### src/rtl/music_seq_pkg.sv
// rtl/music_seq_pkg.sv - shared types and constants for the music sequencer
// Contents: seq_state_t FSM encoding, REST_NOTE divider value, default
// beat length and volume step.
package music_seq_pkg;

  typedef enum logic [1:0] {
    ST_IDLE  = 2'd0,
    ST_PLAY  = 2'd1,
    ST_PAUSE = 2'd2
  } seq_state_t;

  // A divider of zero silences a channel.
  localparam int REST_NOTE = 0;

  // 12.5M cycles per beat at a 50 MHz clock is 240 BPM.
  localparam int DEFAULT_BEAT_DIV = 12_500_000;
  localparam int DEFAULT_VOL_STEP = 'h0800;

endpackage

### src/rtl/music_rom.sv
// rtl/music_rom.sv - synchronous note table ROM, one divider per channel per beat
// Ports:
//   clk   in   system clock
//   song  in   song number
//   beat  in   beat within the song
//   rdata out  NUM_CH dividers, channel 0 in the LSBs, valid 1 cycle after address
module music_rom
  import music_seq_pkg::*;
#(
  parameter int NUM_CH   = 2,
  parameter int DIV_W    = 22,
  parameter int SONG_LEN = 64,
  parameter int NUM_SONG = 4
) (
  input  logic                          clk,
  input  logic [$clog2(NUM_SONG)-1:0]   song,
  input  logic [$clog2(SONG_LEN)-1:0]   beat,
  output logic [NUM_CH*DIV_W-1:0]       rdata
);

  // Table content is generated: each channel plays a rising line whose base
  // pitch depends on channel and song; channels above 0 rest on odd beats.
  function automatic logic [DIV_W-1:0] note_at(
    input int                          ch,
    input logic [$clog2(NUM_SONG)-1:0] s,
    input logic [$clog2(SONG_LEN)-1:0] b
  );
    if (ch != 0 && b[0])
      return DIV_W'(REST_NOTE);
    return DIV_W'(20000 * (ch + 1) + 1000 * int'(s) + 100 * int'(b));
  endfunction

  always_ff @(posedge clk) begin
    for (int ch = 0; ch < NUM_CH; ch++)
      rdata[ch*DIV_W +: DIV_W] <= note_at(ch, song, beat);
  end

endmodule

### src/rtl/music_sequencer.sv
// rtl/music_sequencer.sv - beat-driven song player with volume and progress LEDs
// Ports:
//   clk, rst            clock, synchronous active-high reset
//   song_sel            requested song (level)
//   play_req            play/pause toggle, rising edge acts
//   stop_req            stop, level-sensitive, wins over play_req
//   vol_up, vol_dw      single-cycle volume step pulses
//   note_div            per-channel divider, 0 = silence, channel 0 in the LSBs
//   volume              amplitude word
//   playing, beat_idx   play status and current beat
//   leds                progress bar
// Build option: SEQ_LOOP_EN makes the song repeat instead of stopping at its end.
module music_sequencer
  import music_seq_pkg::*;
#(
  parameter int NUM_CH   = 2,
  parameter int DIV_W    = 22,
  parameter int VOL_W    = 16,
  parameter int NUM_VOL  = 8,
  parameter int VOL_STEP = DEFAULT_VOL_STEP,
  parameter int BEAT_DIV = DEFAULT_BEAT_DIV,
  parameter int SONG_LEN = 64,
  parameter int NUM_SONG = 4,
  parameter int LED_W    = 16
) (
  input  logic                          clk,
  input  logic                          rst,
  input  logic [$clog2(NUM_SONG)-1:0]   song_sel,
  input  logic                          play_req,
  input  logic                          stop_req,
  input  logic                          vol_up,
  input  logic                          vol_dw,
  output logic [NUM_CH*DIV_W-1:0]       note_div,
  output logic [VOL_W-1:0]              volume,
  output logic                          playing,
  output logic [$clog2(SONG_LEN)-1:0]   beat_idx,
  output logic [LED_W-1:0]              leds
);

  localparam int BEAT_W    = $clog2(SONG_LEN);
  localparam int CNT_W     = (BEAT_DIV > 1) ? $clog2(BEAT_DIV) : 1;
  localparam int LVL_W     = (NUM_VOL > 1) ? $clog2(NUM_VOL) : 1;
  localparam int LED_SHIFT = BEAT_W - $clog2(LED_W);

  localparam logic [CNT_W-1:0]  CNT_LAST  = CNT_W'(BEAT_DIV - 1);
  localparam logic [BEAT_W-1:0] BEAT_LAST = BEAT_W'(SONG_LEN - 1);
  localparam logic [LVL_W-1:0]  LVL_MAX   = LVL_W'(NUM_VOL - 1);
  localparam logic [LVL_W-1:0]  LVL_RST   = LVL_W'(NUM_VOL / 2);
  localparam logic [VOL_W-1:0]  STEP      = VOL_W'(VOL_STEP);
  localparam logic [VOL_W-1:0]  VOL_RST   = VOL_W'((NUM_VOL / 2) * VOL_STEP);

  seq_state_t                   state;
  logic [CNT_W-1:0]             beat_cnt;
  logic [$clog2(NUM_SONG)-1:0]  song;
  logic                         play_q;
  logic [LVL_W-1:0]             level;
  logic [NUM_CH*DIV_W-1:0]      rom_q;

  logic play_edge;
  logic beat_tick;
  logic song_chg;

  assign play_edge = play_req & ~play_q;
  assign beat_tick = (beat_cnt == CNT_LAST);
  assign song_chg  = (song_sel != song);

  music_rom #(
    .NUM_CH   (NUM_CH),
    .DIV_W    (DIV_W),
    .SONG_LEN (SONG_LEN),
    .NUM_SONG (NUM_SONG)
  ) u_rom (
    .clk   (clk),
    .song  (song),
    .beat  (beat_idx),
    .rdata (rom_q)
  );

  always_ff @(posedge clk) begin
    if (rst) begin
      state    <= ST_IDLE;
      beat_cnt <= '0;
      beat_idx <= '0;
      song     <= '0;
      play_q   <= 1'b0;
    end else begin
      play_q <= play_req;
      // Tracking song_sel every cycle covers both the idle latch and the
      // "new song while active" latch; the restart side effects are below.
      song   <= song_sel;
      if (stop_req) begin
        state    <= ST_IDLE;
        beat_cnt <= '0;
        beat_idx <= '0;
      end else begin
        case (state)
          ST_IDLE: begin
            if (play_edge) begin
              state    <= ST_PLAY;
              beat_cnt <= '0;
              beat_idx <= '0;
            end
          end
          ST_PLAY: begin
            if (song_chg) begin
              beat_cnt <= '0;
              beat_idx <= '0;
            end else if (play_edge) begin
              state <= ST_PAUSE;
            end else if (beat_tick) begin
              beat_cnt <= '0;
              if (beat_idx == BEAT_LAST) begin
                beat_idx <= '0;
`ifdef SEQ_LOOP_EN
                state    <= ST_PLAY;
`else
                state    <= ST_IDLE;
`endif
              end else begin
                beat_idx <= beat_idx + BEAT_W'(1);
              end
            end else begin
              beat_cnt <= beat_cnt + CNT_W'(1);
            end
          end
          ST_PAUSE: begin
            if (song_chg) begin
              beat_cnt <= '0;
              beat_idx <= '0;
            end else if (play_edge) begin
              state <= ST_PLAY;
            end
          end
          default: state <= ST_IDLE;
        endcase
      end
    end
  end

  always_ff @(posedge clk) begin
    if (rst) begin
      note_div <= '0;
      playing  <= 1'b0;
      level    <= LVL_RST;
      volume   <= VOL_RST;
    end else begin
      note_div <= (state == ST_PLAY) ? rom_q : '0;
      playing  <= (state == ST_PLAY);
      if (vol_up && !vol_dw && level != LVL_MAX)
        level <= level + LVL_W'(1);
      else if (vol_dw && !vol_up && level != '0)
        level <= level - LVL_W'(1);
      volume <= VOL_W'(level) * STEP;
    end
  end

  // Bar length grows with the song position; each LED covers an equal slice.
  always_comb begin
    leds = '0;
    if (state != ST_IDLE) begin
      for (int i = 0; i < LED_W; i++)
        leds[i] = (BEAT_W'(i) <= (beat_idx >> LED_SHIFT));
    end
  end

endmodule

### config.mk
export PLATFORM = sky130hd
export DESIGN_NAME = music_sequencer
export DESIGN_NICKNAME = d
export VERILOG_FILES = /design/src/rtl/music_seq_pkg.sv /design/src/rtl/music_rom.sv /design/src/rtl/music_sequencer.sv
export SDC_FILE = /design/constraint.sdc
export NUM_CORES = 1
export LEC_CHECK = 0
export ABC_AREA = 0
export ABC_CLOCK_PERIOD_IN_PS = 5600
export BUFFER_PORTS_ARGS = -buffer_cell sky130_fd_sc_hd__buf_2
export CAP_MARGIN = 10
export CORE_MARGIN = 2
export CORE_UTILIZATION = 57
export CTS_CLUSTER_SIZE = 25
export DETAILED_ROUTE_END_ITERATION = 10
export PLACE_DENSITY_LB_ADDON = 0.05
export SYNTH_ARGS = -nofsm -noshare
export SYNTH_HDL_FRONTEND = slang
export SYNTH_HIERARCHICAL = 1
export SYNTH_SLANG_ARGS = --single-unit
### constraint.sdc
create_clock -name clk -period 5.6 [get_ports clk]
set_input_delay 1.12 -clock clk [delete_from_list [all_inputs] [get_ports clk]]
set_output_delay 1.12 -clock clk [all_outputs]
set_load 0.03 [all_outputs]
==> impl_results.md, run 1 <==
- Main synth FF type: dfxtp_1
- RSZ-0062 raised after global routing: false
- Async S/R FF share, synth: 0%
- Synth warn: 6
- Design Area, Final: about 6600 um^2
- Final Skew: 0.0154 ns
- Nature of the critical path startpoint: flip-flop
- Post-CTS setup buffer count: 0
- Setup TNS: 0 ns
- DR DRC count: 0
- Leakage power: approximately 3.1 nW
- Switching power: about 0.44 mW
- Post-synth EDFFs: 0
- Synth unique cells: 71
- CP max stage cell: dfxtp_1
- Clk network pwr share: 33.3%
- FF-to-FF Start: beat_idx[2]
- Top cell type's share of synthesized area: between 30% and 40%
- # setup viols final: 0
- Critical Path Fanout Max: 15
- Largest net degree at the start of global routing: 46
- Type of element capturing the critical path: flip-flop
- Core area: 10300 um^2
- Crit-path max cell delay: 0.63 ns
- Layout cells sized above 1: about 16%
- Worst hold endpoint: note_div[36]
- Final hold viol count: 0
- Synth top area cells: dfxtp_1 37%, ha_1 12%, and2_1 4.7%, buf_4 4.0%, nor2_1 3.4%
- Gate power share: between 10% and 20%
- Number of diodes: 0
- Internal Power: 1.07 mW
- Worst-Skew Late Latency: about 0.38 ns
- 1st-iter DRT viols: 197
- Post-CTS sizing: 0
- Clock-pin slew on the worst setup and hold paths: roughly 0.12 ns
- Hold wc startpoint: u_rom/rdata[36]
- WL per Instance: between 10 and 15 um
- Hold Crit Depth: 1
- Worst Reg-to-Reg Cells: 16
- P per Cell Area: 230 nW/um^2
- Initial antenna violation count: 0
- Switching Share: between 20% and 30%
- CTS Buf Count: 9
- Initial Utilization: about 58%
- Seq/Total Area, Yosys: 37.3%
- Site row count: 37
- First-pass GRT wire length: roughly 19000 um
- P&R area growth vs syn: 9.47%
- Crit-path cells: ha_1, ha_1, ha_1, ha_1, a21o_1, a21oi_1, o21bai_1, a21oi_1, xor2_1, ha_1, inv_1, ha_1, a21o_1, a2111oi_4, nor2_1, a31o_1
- Final min period: 4.49 ns
- Clock Tree Root: clkbuf_8
- Post-DP Area: roughly 6400 um^2
- Capturing point of the worst reg2reg path: u_rom/rdata[36]
- Internal reg-to-reg setup slack: ~1.1 ns
- Crit Path Category: reg2reg
- Nets: 790
- Critical path arrival: 4.76 ns
- Fmax: 0.223 GHz
- Post-Syn Area: ~6000 um^2
- Clock Tree Buf Depth: 2
- Clk sink count: about 110
- Detail Route Antenna Nets: 0
- Gate Count Post-Synth: 654
- First drt pass iteration count: 4
- Post-Route WL: roughly 11000 um
- Die H: ~110 um
- I/O Pins: slightly above 90
- Status: finished, final reports clean
- Number of global-route vias before repair: between 4000 and 5000
- Die width: approximately 110 um
- Seq pwr share: about 56%
- Final Wtd Congestion: a little under 0.9
- Avg Synthesized Cell Area: 9.19 um^2
- Crit path top cell by count: ha_1
- Slew Limit Fails: 0
- Cts hold-fix bufs: 0
- IO buf count: slightly below 80
- Max-cap violations: 0
- VDD IR max: between 0.15 and 0.2 mV
- Hold crit path type: reg2reg
- Vias: around 4600
- Estimated wirelength of the detail-placed design: 8490 um
- Synth area leader: dfxtp_1
- Die ar.: 11400 um^2
- Yosys reg bits: 112
- Grt ovf: 0
- Via-per-instance ratio: about 5.3
- Worst-Margin Slew: about 1.0 ns
- H-tree depth: 3
- Req. time, crit path: 5.87 ns
- CTS tree: built
- Max-slew headroom: between 30% and 40%
- GRT Overall Usage: between 20 and 25%
- Fin crit share: roughly 80%
==> layer usage <==
| layer | wire [um] | track usage [%] |
|---|---|---|
| met1 | 5160 | 25.4 |
| met2 | 5450 | 36.6 |
| met3 | 617 | 4.32 |
| met4 | 100 | 4.92 |
| met5 | 0 | 0 |
==> power by group through the flow <==
stage               sequential (mW)  clock [mW]  combinational [mW]
floorplan                     0.869           0               0.135
global placement              0.857           0               0.163
detailed placement            0.858           0               0.167
CTS                           0.840       0.517               0.168
global route                  0.844       0.551               0.188
finish                        0.839       0.504               0.168
==> cells by family (layout without fill, tap and decap cells) <==
group	after synthesis	count (layout)	synth area share, %
compound gates	123	123	13.8
xor+xnor	30	30	4.62
fa+ha+maj	61	61	13.3
buf+inv	89	132	7.83
flops	112	112	37.3
mux	5	5	0.854
other cells	3	32	0.187
simple gates	231	231	22.1
==> layout by cell type, fill, tap and decap left out, types with 3 or more instances in the layout <==
| cell type | instances |
|---|---|
| xnor2_1 | 14 |
| nand4_1 | 11 |
| and4_1 | 3 |
| nor2_1 | 54 |
| nand2_1 | 19 |
| nand2b_1 | 6 |
| dfxtp_1 | 112 |
| o211ai_1 | 7 |
| inv_1 | 36 |
| a21o_1 | 10 |
| o31ai_1 | 13 |
| inv_6 | 3 |
| nor2b_1 | 14 |
| o21ai_0 | 22 |
| a21oi_1 | 40 |
| clkbuf_8 | 9 |
| nor3_1 | 11 |
| buf_2 | 77 |
| a211oi_1 | 6 |
| mux2i_1 | 4 |
| fa_1 | 5 |
| nor4_1 | 7 |
| or2_2 | 3 |
| ha_1 | 56 |
| and2_1 | 45 |
| or4_1 | 10 |
| and3_1 | 3 |
| or3_1 | 5 |
| xor2_1 | 14 |
| conb_1 | 32 |
| nand3_1 | 14 |
==> synth_stat cells (all sizes together) (5+ instances only) <==
library cell / count
a211oi: 6
o31ai: 13
fa: 5
ha: 56
nand4: 13
nand2: 19
o211ai: 8
buf: 36
a21o: 10
clkbuf: 15
nor4: 7
and2: 45
nand3: 16
nor2: 56
nor2b: 15
nor3: 12
xnor2: 16
nand2b: 6
or3: 5
or4: 11
a21oi: 40
o21ai: 24
dfxtp: 112
inv: 37
xor2: 14
==> cell type report <==
type	count	area [um^2]
clock buffers	9	124
repair buffers	79	400
flip-flops and latches	112	2240
fillers	920	3700
multi-input cells	482	3410
well taps	136	170
inverters	37	139
clock inverters	7	91.3
==> critical path: cells and delay by family (launching register included) <==
kind | cells | cell delay [ns]
adder cells (fa/ha/maj) | 6 | 1.81
AO/OA/AOI/OAI | 7 | 1.56
flip-flops | 1 | 0.63
buffers and inverters | 1 | 0.06
XOR/XNOR | 1 | 0.24
AND/OR/NAND/NOR | 1 | 0.08
==> flip-flops by register name, summed over array words and instances, names as in the netlist <==
register / cells
note_div: 44
u_rom/rdata: 26
beat_cnt: 24
volume: 3
state: 2
level: 3
play_q: 1
song: 2
playing: 1
beat_idx: 6
==> how the worst max path moves through the flow <==
| stage | start | to | slack (ns) | cells after the start |
|---|---|---|---|---|
| after CTS | beat_idx[2] | u_rom/rdata[36] | 1.16 | 16 |
| final | beat_idx[2] | u_rom/rdata[36] | 1.11 | 16 |
| after detailed placement | beat_idx[2] | u_rom/rdata[36] | 1.20 | 16 |
| after floorplan | beat_idx[1] | u_rom/rdata[36] | 1.51 | 16 |
| after global routing | beat_idx[2] | u_rom/rdata[36] | 0.77 | 16 |
| after global placement | beat_idx[2] | u_rom/rdata[36] | 1.29 | 16 |
==> through the flow <==
step                power (mW)  util [%]  std cells  hold WS [ns]  setup slack (ns)
CTS                       1.52      64.0        862         0.434              1.16
floorplan                 1.00         -        683         0.406              1.51
global route              1.58      64.0        862         0.440             0.774
finish                    1.51      64.0        862         0.431              1.11
global placement          1.02      61.9        846         0.409              1.29
detailed placement        1.02      61.9        846         0.411              1.20
No activity file was read; power rests on OpenSTA's default activity.
==> inputs of run 2 (changes only) <==
- ABC_CLOCK_PERIOD_IN_PS: 5600 -> 4400
- clock period: 5.6 -> 4.4 ns (I/O delays scaled with it)
==> impl_results.md, run 2 (synthesis gave the netlist of run 1 again) <==
- Crit path top cell by count: ha_1 (unchanged)
- Commonest non-fill, non-tap cell in the layout: dfxtp_1 (unchanged)
- Met2 GRT Util: 35.0% (was 36.6%)
- Die H: 107 um (unchanged)
- First drt pass iteration count: 5 (was 4)
- CTS tree: built (unchanged)
- Fin crit share: 93.0% (was 80.1%)
- Largest regs: note_div: 44 flops, u_rom/rdata: 26 flops, beat_cnt: 24 flops (unchanged)
- Hold Crit Depth: 1 (unchanged)
- Internal reg-to-reg setup slack: 0.31 ns (was 1.11 ns)
- M1 GR Usage: 25.9% (was 25.4%)
- Number of diodes: 0 (unchanged)
- Setup slack after layout: 0.308 ns (was 1.11 ns)
- P&R area growth vs syn: 10.2% (was 9.47%)
- # placed instances: 851 (was 846)
- Max-slew headroom: 44.4% (was 32.7%)
- Clock Tree Root: clkbuf_8 (unchanged)
- Busiest grt layer: met2 (unchanged)
- Largest net degree at the start of global routing: 33 (was 46)
- Estimated wirelength of the detail-placed design: 8530 um (was 8490 um)
- Largest reg by FF count: note_div (unchanged)
- Status: finished, final reports clean (unchanged)
- Clock Tree Buf Depth: 2 (unchanged)
- Non-Filler Instances: 867 (was 862)
- Crit-path max cell delay: 0.38 ns (was 0.63 ns)
- WL per Instance: 13.1 um (about the same)
- Crit-path cells: ha_1, ha_1, ha_1, ha_1, a21o_1, a21oi_1, o21bai_1, a21oi_2, xor2_1, ha_1, inv_1, ha_1, a21o_1, a2111oi_4, nor2_1, a31o_1 (was ha_1, ha_1, ha_1, ha_1, a21o_1, a21oi_1, o21bai_1, a21oi_1, xor2_1, ha_1, inv_1, ha_1, a21o_1, a2111oi_4, nor2_1, a31o_1)
- Max-cap violations: 0 (unchanged)
- Leakage power: 3.12 nW (was 3.09 nW)
- Commonest cells after routing, fill and taps aside: 111 x dfxtp_1, 77 x buf_2, 56 x ha_1, 54 x nor2_1, 45 x and2_1 (was 112 x dfxtp_1, 77 x buf_2, 56 x ha_1, 54 x nor2_1, 45 x and2_1)
- VDD IR max: 0.227 mV (was 0.161 mV)
- Setup TNS: 0 ns (unchanged)
- 1st-iter DRT viols: 196 (was 197)
- Req. time, crit path: 4.66 ns (was 5.87 ns)
- I/O Pins: 91 (unchanged)
- H-tree depth: 3 (unchanged)
- Type of element capturing the critical path: flip-flop (unchanged)
- Fill count: 899 (was 920)
- Detail Route Antenna Nets: 0 (unchanged)
- Slew Limit Fails: 0 (unchanged)
- Via-per-instance ratio: 5.30 (was 5.31)
- Worst-Skew Late Latency: 0.38 ns (about the same)
- Capturing point of the worst reg2reg path: u_rom/rdata[36] (unchanged)
- Worst Reg-to-Reg Cells: 16 (unchanged)
- Max reg flops: 44 (unchanged)
- Final min period: 4.09 ns (was 4.49 ns)
- CP startpoint: beat_idx[1] (was beat_idx[2])
- Final hold viol count: 0 (unchanged)
- CP max stage cell: dfxtp_2 (was dfxtp_1)
- Number of global-route vias before repair: 4172 (was 4262)
- DP Worst Slack: 0.211 ns (was 1.20 ns)
- Fmax: 0.244 GHz (was 0.223 GHz)
- Die ar.: 11400 um^2 (unchanged)
- Clock-pin slew on the worst setup and hold paths: 0.12 ns (about the same)
- Grt ovf: 0 (unchanged)
- First-pass GRT wire length: 19100 um (about the same)
- Initial Utilization: 58.5% (unchanged)
- CTS Buf Count: 9 (unchanged)
- # setup viols final: 0 (unchanged)
- Crit Path Category: reg2reg (unchanged)
- Clk sink count: 112 (unchanged)
- Nature of the critical path startpoint: flip-flop (unchanged)
- IO buf count: 77 (unchanged)
- Layout cells sized above 1: 17.0% (was 16.1%)
- Final Skew: 0.0149 ns (was 0.0154 ns)
- Final Wtd Congestion: 0.936 (was 0.882)
- FF-to-FF Start: beat_idx[1] (was beat_idx[2])
- Hold crit path type: reg2reg (unchanged)
- FF+latch area: 2240 um^2 (about the same)
- Power Total: 1.91 mW (was 1.51 mW)
- M3 GR Usage: 3.47% (was 4.32%)
- Core area: 10300 um^2 (unchanged)
- Cts hold-fix bufs: 0 (unchanged)
- Site row count: 37 (unchanged)
- RSZ-0062 raised after global routing: false (unchanged)
- P per Cell Area: 289 nW/um^2 (was 230 nW/um^2)
- Post-Route WL: 11300 um (about the same)
- Initial antenna violation count: 0 (unchanged)
- Worst-Margin Slew: 0.831 ns (was 1.01 ns)
- Hold wc startpoint: u_rom/rdata[31] (was u_rom/rdata[36])
- Critical Path Fanout Max: 7 (was 15)
- Die width: 107 um (unchanged)
- Multi-input logic area: 3420 um^2 (was 3410 um^2)
- DR DRC count: 0 (unchanged)
- Worst hold endpoint: note_div[31] (was note_div[36])
- Vias: 4593 (was 4577)
- Nets: 795 (was 790)
- GRT Overall Usage: 20.4% (was 20.5%)
- Critical path arrival: 4.36 ns (was 4.76 ns)
[run 2: through the flow]
| stage | cell area [um^2] | util, % | hold WS, ns |
|---|---|---|---|
| 2_1_floorplan | 6120 | - | 0.406 |
| 3_3_place_gp | 6400 | 62.3 | 0.411 |
| 3_5_place_dp | 6400 | 62.3 | 0.410 |
| 4_1_cts | 6620 | 64.4 | 0.421 |
| 5_1_grt | 6620 | 64.4 | 0.432 |
| 6_report | 6620 | 64.4 | 0.423 |
[run 2: timing repair]
item	CTS	global route
setup buffers	0	0
endpoints found under the hold margin	0	0
setup endpoints to repair	0	3
gates resized for setup	0	2
[run 2: final cells by class]
cell class,instances,share of cell area [%]
Multi-Input combinational cell,482,51.6
Sequential cell,112,33.9
Timing Repair Buffer,84,6.61
Tap cell,136,2.57
Inverter,37,2.10
Clock buffer,9,1.87
Clock inverter,7,1.38
[run 2: how the worst max path moves through the flow]
stage	endpoint	slack, ns	depth (start not counted)
4_1_cts	u_rom/rdata[36]	0.14	16
2_1_floorplan	u_rom/rdata[36]	0.31	16
3_5_place_dp	u_rom/rdata[36]	0.21	16
5_1_grt	u_rom/rdata[36]	0.04	16
3_3_place_gp	u_rom/rdata[36]	0.33	16
6_report	u_rom/rdata[36]	0.31	16
[run 2: report_power, final]
part / switching, mW / internal [mW]
combinational: 0.137 / 0.0761
sequential: 0.0189 / 1.05
clock: 0.395 / 0.237
total: 0.551 / 1.36
[run 2: worst max-delay path: cells and delay by family, from the launching register on]
family / cells / cell delay (ns)
adders and majority gates: 6 / 1.76
xor gates and xnor gates: 1 / 0.19
DFF: 1 / 0.38
AOI/OAI and AO/OA: 7 / 1.50
and+or+nand+nor: 1 / 0.09
buffers and inverters: 1 / 0.06
[run 2: layer usage]
metal,routed length (um),vias up
li1,-,2367
met1,5180,2064
met2,5350,148
met3,644,14
met4,141,0
met5,0,-
